<file path="config.mk">
export PLATFORM = sky130hd
export DESIGN_NAME = id_ex_stage
export DESIGN_NICKNAME = d
export VERILOG_FILES = /design/src/rtl/id_ex_stage.sv
export SDC_FILE = /design/constraint.sdc
export NUM_CORES = 1
export LEC_CHECK = 0
export CAP_MARGIN = 10
export CORE_AREA = 5 5 137 139
export CTS_CLUSTER_SIZE = 24
export DETAILED_ROUTE_END_ITERATION = 7
export DIE_AREA = 0 0 142 144
export GPL_ROUTABILITY_DRIVEN = 0
export PLACE_DENSITY = 0.81
export SYNTH_ARGS = -nofsm -noshare
export SYNTH_HDL_FRONTEND = slang
export SYNTH_SLANG_ARGS = --single-unit
</file>
<file path="constraint.sdc">
create_clock -name clk -period 6.5 [get_ports clk]
set_input_delay 0.975 -clock clk [delete_from_list [all_inputs] [get_ports clk]]
set_output_delay 0.975 -clock clk [all_outputs]
set_load 0.02 [all_outputs]
</file>
<file path="src/rtl/id_ex_stage.sv">
// ID/EX pipeline register: latches decoded control and operands into EX,
// resolves the destination register, and inserts bubbles on load-use hazards.
module id_ex_stage #(
    parameter int DATA_W = 32,
    parameter int CNT_W  = 16
) (
    input  logic              clk,
    input  logic              rst_n,
    input  logic              id_valid,
    input  logic              id_load_upper,
    input  logic              id_jal,
    input  logic              id_reg_write,
    input  logic              id_mem_to_reg,
    input  logic              id_mem_write,
    input  logic              id_alu_src,
    input  logic              id_reg_dst,
    input  logic              id_branch,
    input  logic              id_syscall,
    input  logic [1:0]        id_jump,
    input  logic [4:0]        id_alu_control,
    input  logic [3:0]        id_bcu_control,
    input  logic [4:0]        id_rs,
    input  logic [4:0]        id_rt,
    input  logic [4:0]        id_rd,
    input  logic [4:0]        id_shamt,
    input  logic [DATA_W-1:0] id_rs_data,
    input  logic [DATA_W-1:0] id_rt_data,
    input  logic [DATA_W-1:0] id_imm_ext,
    input  logic [DATA_W-1:0] id_pc_plus4,
    input  logic              stall_in,
    input  logic              flush,
    output logic              ex_valid,
    output logic              ex_load_upper,
    output logic              ex_jal,
    output logic              ex_reg_write,
    output logic              ex_mem_to_reg,
    output logic              ex_mem_write,
    output logic              ex_alu_src,
    output logic              ex_reg_dst,
    output logic              ex_branch,
    output logic              ex_syscall,
    output logic [1:0]        ex_jump,
    output logic [4:0]        ex_alu_control,
    output logic [3:0]        ex_bcu_control,
    output logic [4:0]        ex_rs,
    output logic [4:0]        ex_rt,
    output logic [4:0]        ex_shamt,
    output logic [4:0]        ex_write_reg,
    output logic [DATA_W-1:0] ex_rs_data,
    output logic [DATA_W-1:0] ex_rt_data,
    output logic [DATA_W-1:0] ex_imm_ext,
    output logic [DATA_W-1:0] ex_pc_plus4,
    output logic              load_use_stall,
    output logic              stall_out,
    output logic [CNT_W-1:0]  bubble_count
);

    logic       uses_rs;
    logic       uses_rt;
    logic       rs_hit;
    logic       rt_hit;
    logic       bubble;
    logic [4:0] write_reg_d;

    assign uses_rs = !(id_load_upper | (id_jump == 2'b01));
    assign uses_rt = !id_alu_src | id_mem_write | id_branch;
    assign rs_hit  = uses_rs & (ex_write_reg == id_rs);
    assign rt_hit  = uses_rt & (ex_write_reg == id_rt);

    // A flushed ID slot is killed anyway, so it never raises a hazard.
    assign load_use_stall = ex_valid & ex_mem_to_reg
                          & (ex_write_reg != 5'd0)
                          & id_valid & !flush
                          & (rs_hit | rt_hit);

    assign stall_out = load_use_stall | stall_in;
    assign bubble    = flush | load_use_stall;

    assign write_reg_d = id_reg_dst ? id_rd
                       : (id_jal ? 5'd31 : id_rt);

    always_ff @(posedge clk or negedge rst_n) begin
        if (!rst_n) begin
            ex_valid       <= 1'b0;
            ex_load_upper  <= 1'b0;
            ex_jal         <= 1'b0;
            ex_reg_write   <= 1'b0;
            ex_mem_to_reg  <= 1'b0;
            ex_mem_write   <= 1'b0;
            ex_alu_src     <= 1'b0;
            ex_reg_dst     <= 1'b0;
            ex_branch      <= 1'b0;
            ex_syscall     <= 1'b0;
            ex_jump        <= 2'b00;
            ex_alu_control <= 5'd0;
            ex_bcu_control <= 4'd0;
            ex_rs          <= 5'd0;
            ex_rt          <= 5'd0;
            ex_shamt       <= 5'd0;
            ex_write_reg   <= 5'd0;
            ex_rs_data     <= '0;
            ex_rt_data     <= '0;
            ex_imm_ext     <= '0;
            ex_pc_plus4    <= '0;
            bubble_count   <= '0;
        end else if (!stall_in) begin
            if (bubble) begin
                ex_valid       <= 1'b0;
                ex_load_upper  <= 1'b0;
                ex_jal         <= 1'b0;
                ex_reg_write   <= 1'b0;
                ex_mem_to_reg  <= 1'b0;
                ex_mem_write   <= 1'b0;
                ex_alu_src     <= 1'b0;
                ex_reg_dst     <= 1'b0;
                ex_branch      <= 1'b0;
                ex_syscall     <= 1'b0;
                ex_jump        <= 2'b00;
                ex_alu_control <= 5'd0;
                ex_bcu_control <= 4'd0;
                ex_rs          <= 5'd0;
                ex_rt          <= 5'd0;
                ex_shamt       <= 5'd0;
                ex_write_reg   <= 5'd0;
                ex_rs_data     <= '0;
                ex_rt_data     <= '0;
                ex_imm_ext     <= '0;
                ex_pc_plus4    <= '0;
                if (bubble_count != {CNT_W{1'b1}})
                    bubble_count <= bubble_count + 1'b1;
            end else begin
                ex_valid       <= id_valid;
                ex_load_upper  <= id_load_upper;
                ex_jal         <= id_jal;
                ex_reg_write   <= id_reg_write;
                ex_mem_to_reg  <= id_mem_to_reg;
                ex_mem_write   <= id_mem_write;
                ex_alu_src     <= id_alu_src;
                ex_reg_dst     <= id_reg_dst;
                ex_branch      <= id_branch;
                ex_syscall     <= id_syscall;
                ex_jump        <= id_jump;
                ex_alu_control <= id_alu_control;
                ex_bcu_control <= id_bcu_control;
                ex_rs          <= id_rs;
                ex_rt          <= id_rt;
                ex_shamt       <= id_shamt;
                ex_write_reg   <= write_reg_d;
                ex_rs_data     <= id_rs_data;
                ex_rt_data     <= id_rt_data;
                ex_imm_ext     <= id_imm_ext;
                ex_pc_plus4    <= id_pc_plus4;
            end
        end
    end

endmodule
</file>
# Word-level counts from Yosys, hierarchy flattened

Index checks and enable logic that the tools add are counted.

Bits in registers: 185
Input bits: 173
Output and inout port bits: 187
Word-level logic and storage cells: 69

$add $sub $neg: 1
Eq/ne operators: 4
Multiplexer cells: 23
Bitwise gates (word level): 14
Reductions and logical operators: 5

Operators by type and width:

| cell                                                             | count |
|---|---|
| 32-bit 2-to-1 mux                                                | 4 |
| 5-bit 2-to-1 mux                                                 | 7 |
| 16-bit by 1-bit adder with 16-bit output (second input constant) | 1 |
| 16-bit inequality test (second input constant)                   | 1 |
| 5-bit == test                                                    | 2 |
| 1-bit 2-to-1 mux                                                 | 10 |
| 1-bit AND                                                        | 7 |
| 1-bit OR                                                         | 6 |
| 5-bit nonzero test                                               | 1 |
| 4-bit 2-to-1 mux                                                 | 1 |
| 1-bit logical NOT                                                | 3 |
| 3-bit AND reduction                                              | 1 |
| 2-bit by 1-bit == test with 1-bit output (second input constant) | 1 |
| 2-bit 2-to-1 mux                                                 | 1 |
| 1-bit inverter                                                   | 1 |

# Longest topological paths before layout

Gate-level depths: netlist of run 1.

Depth in word-level cells: 8
Mapped depth: 8
Depth with buffers taken out: 7

# Worst setup path before layout of run 1

OpenSTA, ideal clock, no wires.

Path kind: input-to-output
Start: input id_rt[3]
End: output stall_out
Data arrival time: 2.223 ns
Slack: 3.302 ns
Stages on the path: 5
Buffers on the path: 0
Cells stage by stage: xor2_1 nor4_1 a22oi_1 nor2_1 or2_2

Word-level cells in the longest chain between the ends: 5

RTL lines:

| what                     | line | RTL |
|---|---|---|
| start, declared          | 23   | `input logic [4:0] id_rt,` |
| 5-bit == test            | 68   | `assign rt_hit = uses_rt & (ex_write_reg == id_rt);` |
| 1-bit AND                | 68   |  |
| 1-bit OR                 | 74   | `& (rs_hit \| rt_hit);` |
| 1-bit AND                | 74   |  |
| named net load_use_stall | 53   | `output logic load_use_stall,` |
| 1-bit OR                 | 76   | `assign stall_out = load_use_stall \| stall_in;` |
| end, declared            | 54   | `output logic stall_out,` |

The timed path passes the listed nets, and every way through them passes these cells.

# Final worst setup path of run 1

Start: input id_rs[4]
End: output stall_out

Word-level cells in the longest chain between the ends: 5

RTL lines:

| what            | line | RTL |
|---|---|---|
| start, declared | 22   | `input logic [4:0] id_rs,` |
| 5-bit == test   | 67   | `assign rs_hit = uses_rs & (ex_write_reg == id_rs);` |
| 1-bit AND       | 67   |  |
| 1-bit OR        | 74   |  |
| 1-bit AND       | 74   |  |
| 1-bit OR        | 76   |  |

Every way passes these cells.

==> results by group, run 1 <==
Place
  • DP Area: 0.01064 mm2
  • Buffers on Ports: 359
  • DP Cell Count: 1,038
  • Detailed placement HPWL: 16,010 um

Logic synthesis
  • Number of synthesized register bits: 185
  • Leading area contributor after synthesis: dfrtp_1
  • Most instantiated library cell after synthesis: dfrtp_1
  • Area contributors post-synth: dfrtp_1, a22o_1, xor2_1, clkbuf_1, buf_2
  • Synthesized cell area: 0.006904 mm2
  • Post-synth top flop: dfrtp_1
  • Post-Syn Instances: 486
  • Synthesis Warnings: 0
  • EDFF count, synth: 0
  • Top-area cell type share of the netlist area: 0.6705
  • Synth cell count leaders: dfrtp_1, a22o_1, clkbuf_1
  • Async SR Flop Fraction: 1.000
  • Yosys cell types: 31
  • Mapped Nets: 660
  • Seq/Total Area, Yosys: 0.6705
  • Mean Syn Cell Area: 14.21 um2

Floorplanning
  • Chip width: 142 um
  • IO Pins: 360
  • Starting Density: 0.3937
  • Die H: 144 um
  • Row count: 49
  • Die Area: 0.02045 mm2
  • Core area: 0.01753 mm2

Run
  • Max Cap Viol: 0

Finish
  • FILL cells: 1,387
  • Area of the multi-input gates: 0.002086 mm2
  • Layout Nets: 1,002
  • Fin cells: 1,070
  • Ant diodes: 0
  • Final Instance Area: 0.01126 mm2
  • Layout cells sized above 1: 0.05113
  • Area added between synthesis and finish: 63.08%
  • Storage element area: 0.004629 mm2

Detailed routing
  • # DRC: 0
  • Routed wire length: 22,030 um
  • Avg WL per Cell: 20.59 um
  • Antenna-violating nets left: 0
  • Vias: 5,564
  • Drt first pass iters: 5
  • Initial DRC count: 198
  • Vias per inst: 5.200

CTS
  • CTS Buffer Depth: 2
  • CTS clk-pin slew, worst paths: 70 ps
  • Post-CTS Setup Inserts: 0
  • CTS H-tree depth: 4
  • Clock Sinks: 185
  • Clk Latency, worst-skew pair: 410 ps
  • CTS root buf: clkbuf_16
  • CTS tree: yes
  • Post-CTS sizing: 0
  • Cts hold-fix bufs: 0
  • TritonCTS Buffers: 17

Critical path
  • CP delay by family, top: buffers and inverters
  • R2R Setup Slk: 3740 ps
  • Crit path cell chain: clkdlybuf4s50_1 > xor2_1 > nor4_1 > a22oi_1 > nor2_1 > or2_2 > clkdlybuf4s50_1
  • Slowest-stage cell, CP: clkdlybuf4s50_1
  • Setup crit end kind: output port
  • Most used cell, CP: clkdlybuf4s50_1
  • Max stage delay on crit path: 600 ps
  • R2R Path End: ex_rt_data[0]$_DFFE_PN0N_
  • Buf/Inv on CP: 2
  • FF-to-FF path depth: 6
  • Critical path fanouts, max: 4
  • Startpoint Class: input port
  • WP data required: 5520 ps
  • Crit path kind: in2out
  • Data arrival, critical path: 3350 ps
  • Crit Reg-Reg Startpoint: ex_write_reg[0]$_DFFE_PN0N_

Timing
  • Final Hold Fails: 0
  • RSZ-0062 raised after global routing: false
  • Fin crit share: 0.6660
  • Slew headroom: 0.3451
  • Setup Viol. Count Final: 0
  • Fin. max-slew vios: 0
  • Setup TNS: 0 ps
  • Max Clk Rate: 231.0 MHz
  • Clock Skew: 8.934 ps
  • Slew of the pin with the lowest slew margin: 982.3 ps
  • Min Tclk post-route: 4329 ps

Min path
  • Hold Path End: bubble_count[6]$_DFFE_PN0P_
  • Hold Path Stages: 1
  • Hold Path Origin: bubble_count[6]$_DFFE_PN0P_
  • Worst hold path type: reg2reg

Status
  • Outcome: complete, no violations

GRT
  • Vias in the first global route: 5,836
  • Top Usage Layer GRT: met2
  • Initial antenna violation count: 0
  • Global routing usage on met3: 0.07011
  • First-pass GRT wire length: 33,530 um
  • Total congestion overflow: 0
  • Global Route Usage Sum: 0.2103
  • Largest net degree at the start of global routing: 92
  • GR Util met2: 0.3448
  • GR Layer Usage met1: 0.2695

Power and ir drop
  • Power Dens Cells: 271.1 mW/mm2
  • Worst vdd ir: 183.8 uV
  • LEAKAGE: 4.969 nW
[cell usage in the layout (no fill, tap or decap), types with 2 or more instances in the layout]
cell / instances
dfrtp_1: 185
clkbuf_8: 4
nand2_1: 12
inv_6: 3
buf_4: 6
inv_8: 3
nor4_1: 6
a311o_1: 2
clkinv_4: 4
xnor2_1: 9
nor3_1: 2
nand3_1: 4
and3_1: 5
nor2_1: 7
xor2_1: 16
o21ai_0: 7
clkdlybuf4s50_1: 357
clkbuf_16: 17
nand4_1: 5
a22o_1: 168
nor2b_1: 2
and4_1: 2
bufinv_16: 2
[through the flow]
step / setup slack [ps] / hold slack, ps / power, W / util
6_report: 2171 / 504.3 / 0.003053 / 0.6421
5_1_grt: 2048 / 512.0 / 0.003179 / 0.6421
4_1_cts: 2152 / 504.9 / 0.003087 / 0.6421
3_5_place_dp: 2150 / 493.0 / 0.002003 / 0.6067
3_3_place_gp: 2190 / 489.2 / 0.001991 / 0.6067
2_1_floorplan: 3302 / 588.7 / 0.001609 / -
[kinds of logic after synthesis]
family,Yosys count,share of synthesized area
flops,185,0.6705
simple gates,51,0.04078
buf+inv,42,0.02736
xor+xnor,25,0.03171
mux,1,0.001631
fa+ha+maj,1,0.001812
compound gates,181,0.2262
[power breakdown]
group | internal [W] | total, W | switching [W]
Sequential | 0.00125 | 0.00133 | 0.0000790
Clock | 0.000613 | 0.00107 | 0.000462
Combinational | 0.000346 | 0.000648 | 0.000302
[cell type report]
type | instances | share of cell area
clock buffer | 20 | 0.04145
clock inverter | 12 | 0.01378
inverter | 1 | 0.0003334
multi-input combinational | 259 | 0.1852
sequential | 185 | 0.4112
tap | 229 | 0.02545
timing repair buffer | 364 | 0.3226
[metal layers]
metal / share of wire / wire (um)
met2: 0.50 / 10930
met4: 0.017 / 384
met5: 0 / 0
met1: 0.40 / 8820
met3: 0.086 / 1891
[worst max path at each step]
| stage | start | to | slack (ps) | depth (start not counted) |
|---|---|---|---|---|
| floorplan | id_rt[3] | stall_out | 3300 | 5 |
| global placement | id_rs[4] | stall_out | 2190 | 7 |
| detailed placement | id_rs[4] | stall_out | 2150 | 7 |
| CTS | id_rs[4] | stall_out | 2150 | 7 |
| global route | id_rs[4] | stall_out | 2050 | 7 |
| finish | id_rs[4] | stall_out | 2170 | 7 |
Power figures use the tool's default switching activity.
==> run 2, diff against run 1 <==
- CORE_AREA: 5 5 137 139 -> default
- CORE_MARGIN: default -> 5
- CORE_UTILIZATION: default -> 40
- DIE_AREA: 0 0 142 144 -> default
- clock period: 6.5 -> 4 ns (I/O delays scaled with it)
==> run 2 against run 1 <==
Effect of this change:
- wire length down 1.0%
- clock skew grew 1.3 ps
- combinational power up 62%
- critical path depth unchanged
- clock power up 62%
- count of clock-buffer cells in the layout decreased by 2
- register-to-register slack got worse by 2400 ps
- via count barely moved
- die area is 2.2% lower
- final cell count shrank 0.47%
- sequential share of layout area hardly changed
- total power is 62% higher
- critical path type unchanged
- largest cell class unchanged
==> results by group, run 2 (synthesis results as in run 1) <==
CTS
  • CTS tree: yes
  • CTS root buf: clkbuf_16
  • Post-CTS sizing: 0
  • Post-CTS Setup Inserts: 0
  • CTS Buffer Depth: 2
  • CTS H-tree depth: 4
  • Clk Latency, worst-skew pair: 410 ps
  • TritonCTS Buffers: 17
  • CTS clk-pin slew, worst paths: 70 ps
  • Clock Sinks: 185
  • Cts hold-fix bufs: 0

Detailed routing
  • Initial DRC count: 253
  • # DRC: 0
  • Avg WL per Cell: 20.47 um
  • Antenna-violating nets left: 0
  • Drt first pass iters: 4
  • Vias: 5,565
  • Routed wire length: 21,800 um
  • Vias per inst: 5.225

GRT
  • Largest net degree at the start of global routing: 108
  • First-pass GRT wire length: 33,530 um
  • GR Util met2: 0.3634
  • Global Route Usage Sum: 0.2131
  • Global routing usage on met3: 0.06303
  • GR Layer Usage met1: 0.2642
  • Initial antenna violation count: 0
  • Top Usage Layer GRT: met2
  • Total congestion overflow: 0
  • Vias in the first global route: 5,839

Power and ir drop
  • Power Dens Cells: 438.6 mW/mm2
  • LEAKAGE: 4.976 nW
  • Worst vdd ir: 333.0 uV

Finish
  • Ant diodes: 0
  • Area added between synthesis and finish: 63.27%
  • Most common cell after layout, fill and taps aside: clkdlybuf4s50_1
  • FILL cells: 1,345
  • Finished Core Util: 0.6586
  • Layout Nets: 1,002
  • Layout cells sized above 1: 0.05000
  • Most frequent cells in the layout: clkdlybuf4s50_1, dfrtp_1, a22o_1, clkbuf_16, xor2_1
  • Storage element area: 0.004629 mm2
  • Area of the multi-input gates: 0.002086 mm2

Critical path
  • CP delay by family, top: buffers and inverters
  • Buf/Inv on CP: 2
  • FF-to-FF path depth: 6
  • Crit Reg-Reg Startpoint: bubble_count[0]$_DFFE_PN0P_
  • Setup crit end kind: output port
  • Slowest-stage cell, CP: clkdlybuf4s50_1
  • Critical path fanouts, max: 4
  • R2R Setup Slk: 1340 ps
  • Startpoint Class: input port
  • WP data required: 3400 ps
  • Crit path cell chain: clkdlybuf4s50_1 > xor2_1 > nor4_1 > a22oi_1 > nor2_1 > or2_2 > clkdlybuf4s50_1
  • Crit path kind: in2out
  • Most used cell, CP: clkdlybuf4s50_1
  • Max stage delay on crit path: 600 ps
  • Data arrival, critical path: 2910 ps
  • R2R Path End: bubble_count[1]$_DFFE_PN0P_

Floorplanning
  • Core area: 0.01712 mm2
  • Starting Density: 0.4034
  • Die Area: 0.01999 mm2
  • IO Pins: 360
  • Die H: 141.4 um
  • Row count: 48
  • Chip width: 141.4 um

Place
  • Buffers on Ports: 359
  • Detailed placement HPWL: 15,800 um

Run
  • Max Cap Viol: 0

Timing
  • Setup TNS: 0 ps
  • Setup Viol. Count Final: 0
  • Final Hold Fails: 0
  • Fin. max-slew vios: 0
  • RSZ-0062 raised after global routing: false
  • Clock Skew: 10.23 ps
  • Slew headroom: 0.3354
  • Fin crit share: 0.8778
  • Slew of the pin with the lowest slew margin: 996.9 ps
  • Max Clk Rate: 284.8 MHz
  • Min Tclk post-route: 3511 ps

Min path
  • Worst hold path type: in2async

Status
  • Outcome: complete, no violations
==> run 2: cell count changes in the layout (fill, tap and decap cells not counted) <==
cell / before / now
clkinv_4: 4 / 0
buf_12: 0 / 3
buf_4: 6 / 3
clkinv_2: 0 / 4
inv_6: 3 / 5
bufinv_16: 2 / 3
inv_8: 3 / 1
buf_6: 0 / 1
clkbuf_8: 4 / 1
==> run 2: through the flow <==
step	power, W	std cells	area [um2]	hold WS, ps	setup WS [ps]
final	0.004944	1065	11270	306.3	489.0
after global routing	0.005137	1065	11270	386.0	385.7
after CTS	0.004992	1065	11270	342.9	496.0
after detailed placement	0.003255	1034	10670	486.1	500.2
after global placement	0.003237	1034	10670	477.3	547.4
after floorplan	0.002615	486	6904	304.4	1552
==> run 2: worst max path at each step <==
stage	startpoint	to	slack (ps)	depth (start not counted)
2_1_floorplan	id_rt[3]	stall_out	1550	5
3_3_place_gp	id_rs[4]	stall_out	550	7
3_5_place_dp	id_alu_src	stall_out	500	7
4_1_cts	id_alu_src	stall_out	500	7
5_1_grt	id_alu_src	stall_out	390	7
6_report	id_rs[4]	stall_out	490	7
==> run 2: report_power, final <==
group	total, W	internal [W]	leakage, nW	switching [W]
Sequential	0.00216	0.00203	2.41	0.000126
Combinational	0.00105	0.000565	2.26	0.000488
Clock	0.00173	0.00101	0.303	0.000723
==> run 2: layer usage <==
metal,vias to the layer above,wire length [um],share of wire
li1,2535,-,-
met1,2763,8858,0.41
met2,239,10830,0.50
met3,28,1652,0.076
met4,0,455,0.021
met5,-,0,0
==> run 2: layout make-up <==
class	instances	share of cell area
flip-flops and latches	185	0.4107
repair buffers	364	0.3253
multi-input cells	259	0.1850
clock buffers	18	0.03896
well taps	225	0.02497
clock inverters	13	0.01465
inverters	1	0.0003330
==> run 2: worst register-to-register path: cells and delay by family (launching register included) <==
family,cells,cell delay (ps)
and+or+nand+nor,2,510
muxes,1,410
AOI/OAI and AO/OA,2,990
adders and majority gates,1,220
DFF,1,420
==> run 3, diff against run 2 <==
- ABC_AREA: default -> 1
- CORE_UTILIZATION: 40 -> 43
==> run 3 against run 2 <==
Effect of this change:
- sequential power hardly changed
- utilization is 0.54 points higher
- non-clock buffer count is 3 higher
- synthesized cell count is 94% higher
- wire length is 21% higher
- total power is 1.4% lower
- critical endpoint unchanged
- synthesized area is 20% higher
- global-route usage is 2.2 points higher
- critical path type unchanged
==> results by group, run 3 <==
Status
  • Outcome: complete, no violations

Logic synthesis
  • Most instantiated library cell after synthesis: nand2_1
  • Async SR Flop Fraction: 1.000
  • Mapped Nets: 1,118
  • Synthesized cell area: 0.008292 mm2
  • Yosys cell types: 24
  • Leading area contributor after synthesis: dfrtp_1
  • EDFF count, synth: 0
  • Post-synth top flop: dfrtp_1
  • Synth cell count leaders: nand2_1, dfrtp_1, o21ai_0
  • Top-area cell type share of the netlist area: 0.5583
  • Mean Syn Cell Area: 8.784 um2
  • Area contributors post-synth: dfrtp_1, nand2_1, o21ai_2, o21ai_0, buf_12
  • Synthesis Warnings: 0
  • Number of synthesized register bits: 185
  • Seq/Total Area, Yosys: 0.5583
  • Post-Syn Instances: 944

Power and ir drop
  • Net Switching: 0.001436 W
  • Power Dens Cells: 389.9 mW/mm2
  • Share of power burned in registers: 0.438
  • Worst vdd ir: 264.5 uV
  • Internal power: 0.003439 W
  • LEAKAGE: 5.617 nW
  • Clk pwr share: 0.338
  • Gate power share: 0.224
  • Sw Share: 0.2945

Timing
  • Setup Viol. Count Final: 0
  • Setup TNS: 0 ps
  • Max Clk Rate: 332.9 MHz
  • Fin crit share: 0.7510
  • Clock Skew: 13.16 ps
  • Min Tclk post-route: 3004 ps
  • RSZ-0062 raised after global routing: false
  • Slew of the pin with the lowest slew margin: 1110 ps
  • Hold WS: 245.7 ps
  • Slew headroom: 0.2603
  • Fin. max-slew vios: 0
  • Final Hold Fails: 0

Detailed routing
  • Antenna-violating nets left: 0
  • Drt first pass iters: 5
  • Initial DRC count: 421
  • Avg WL per Cell: 17.08 um
  • # DRC: 0
  • Vias per inst: 4.918
  • Routed wire length: 26,370 um
  • Vias: 7,593

Place
  • Buffers on Ports: 359
  • Detailed placement HPWL: 18,660 um

Finish
  • Layout cells sized above 1: 0.09579
  • Area added between synthesis and finish: 50.78%
  • Most common cell after layout, fill and taps aside: nand2_1
  • Most frequent cells in the layout: nand2_1, clkdlybuf4s50_1, dfrtp_1, o21ai_0, o21ai_2
  • Layout Nets: 1,445
  • Ant diodes: 0

CTS
  • CTS clk-pin slew, worst paths: 70 ps
  • Post-CTS Setup Inserts: 0
  • Post-CTS sizing: 0
  • Clock Sinks: 185
  • CTS root buf: clkbuf_16
  • CTS tree: yes
  • CTS H-tree depth: 4
  • CTS Buffer Depth: 2
  • Cts hold-fix bufs: 0
  • Clk Latency, worst-skew pair: 420 ps
  • TritonCTS Buffers: 17

Floorplanning
  • Chip width: 148.9 um
  • IO Pins: 360
  • Die Area: 0.02216 mm2
  • Starting Density: 0.4403
  • Die H: 148.9 um
  • Row count: 50
  • Core area: 0.01883 mm2

GRT
  • First-pass GRT wire length: 41,210 um
  • Global Route Usage Sum: 0.2354
  • Total congestion overflow: 0
  • Initial antenna violation count: 0
  • Largest net degree at the start of global routing: 163
  • Vias in the first global route: 7,476

Critical path
  • Data arrival, critical path: 2400 ps
  • WP data required: 3400 ps
  • Max stage delay on crit path: 600 ps
  • CP delay by family, top: buffers and inverters
  • Crit path kind: in2out
  • Startpoint Class: input port
  • Critical path fanouts, max: 4
  • Buf/Inv on CP: 3
  • Setup crit end kind: output port
  • Crit path cell chain: clkdlybuf4s50_1 > inv_1 > nand2_1 > nand2_1 > nor2_1 > nand3_1 > nand2_2 > nand2_4 > nand2_8 > clkdlybuf4s50_1
  • R2R Setup Slk: 1700 ps
  • Slowest-stage cell, CP: clkdlybuf4s50_1

Run
  • Max Cap Viol: 0

Min path
  • Worst hold path type: in2async
[run 3: cells by family (layout without fill, tap and decap cells)]
| family | Yosys count | count (layout) | synth area share |
|---|---|---|---|
| flops | 185 | 185 | 0.5583 |
| buf+inv | 104 | 444 | 0.06639 |
| simple gates | 475 | 475 | 0.2295 |
| fa+ha+maj | 1 | 1 | 0.001509 |
| xor+xnor | 6 | 6 | 0.006338 |
| compound gates | 173 | 173 | 0.1379 |
[run 3: layout make-up]
class | instances | area [um2]
flip-flops and latches | 185 | 4629
clock buffers | 19 | 442.9
inverters | 45 | 171.4
clock inverters | 13 | 131.4
fillers | 1564 | 6329
multi-input cells | 655 | 3112
well taps | 260 | 325.3
repair buffers | 367 | 3690
[run 3: path summary, 6_finish.rpt]
kind | startpoint | endpoint | cells after the start
max | id_rs[2] | stall_out | 10
min in group clk | ex_pc_plus4[25]$_DFFE_PN0N_ | ex_pc_plus4[25]$_DFFE_PN0N_ | 2
max in group asynchronous | rst_n | ex_pc_plus4[29]$_DFFE_PN0N_ | 2
min | rst_n | ex_pc_plus4[31]$_DFFE_PN0N_ | 1
min reg2reg | ex_pc_plus4[25]$_DFFE_PN0N_ | ex_pc_plus4[25]$_DFFE_PN0N_ | 2
max reg2reg | ex_write_reg[2]$_DFFE_PN0N_ | ex_rs_data[1]$_DFFE_PN0N_ | 10
[run 3: worst register-to-register path, delay by kind of cell, from the launching register on]
family	cells	cell delay (ps)
flip-flops	1	450
buffers and inverters	2	480
AO/OA/AOI/OAI	1	580
AND/OR/NAND/NOR	7	630
[run 3: power by group through the flow]
stage / Sequential, W / Clock, W / Combinational (W)
floorplan: 0.00234 / 0 / 0.000304
global placement: 0.00216 / 0 / 0.00109
detailed placement: 0.00217 / 0 / 0.00110
CTS: 0.00213 / 0.00169 / 0.00111
global route: 0.00216 / 0.00177 / 0.00117
finish: 0.00213 / 0.00165 / 0.00109
[run 3: per-stage QoR]
stage                     cells    util  cell area, um2  setup slack (ps)  total power, W
after floorplan             944       -            8292              1960        0.002648
after global placement     1512  0.6334           11930              1020        0.003250
after detailed placement   1512  0.6334           11930              1009        0.003268
after CTS                  1544  0.6639           12500              1004        0.004932
after global routing       1544  0.6639           12500             898.3        0.005098
final                      1544  0.6639           12500             996.0        0.004875
[run 3: layer usage]
metal / GRT usage / wire length [um] / vias up
li1: - / - / 3669
met2: 0.3876 / 12960 / 309
met3: 0.05713 / 2001 / 51
met4: 0.08787 / 833 / 0
met1: 0.3034 / 10570 / 3564
met5: 0 / 0 / -
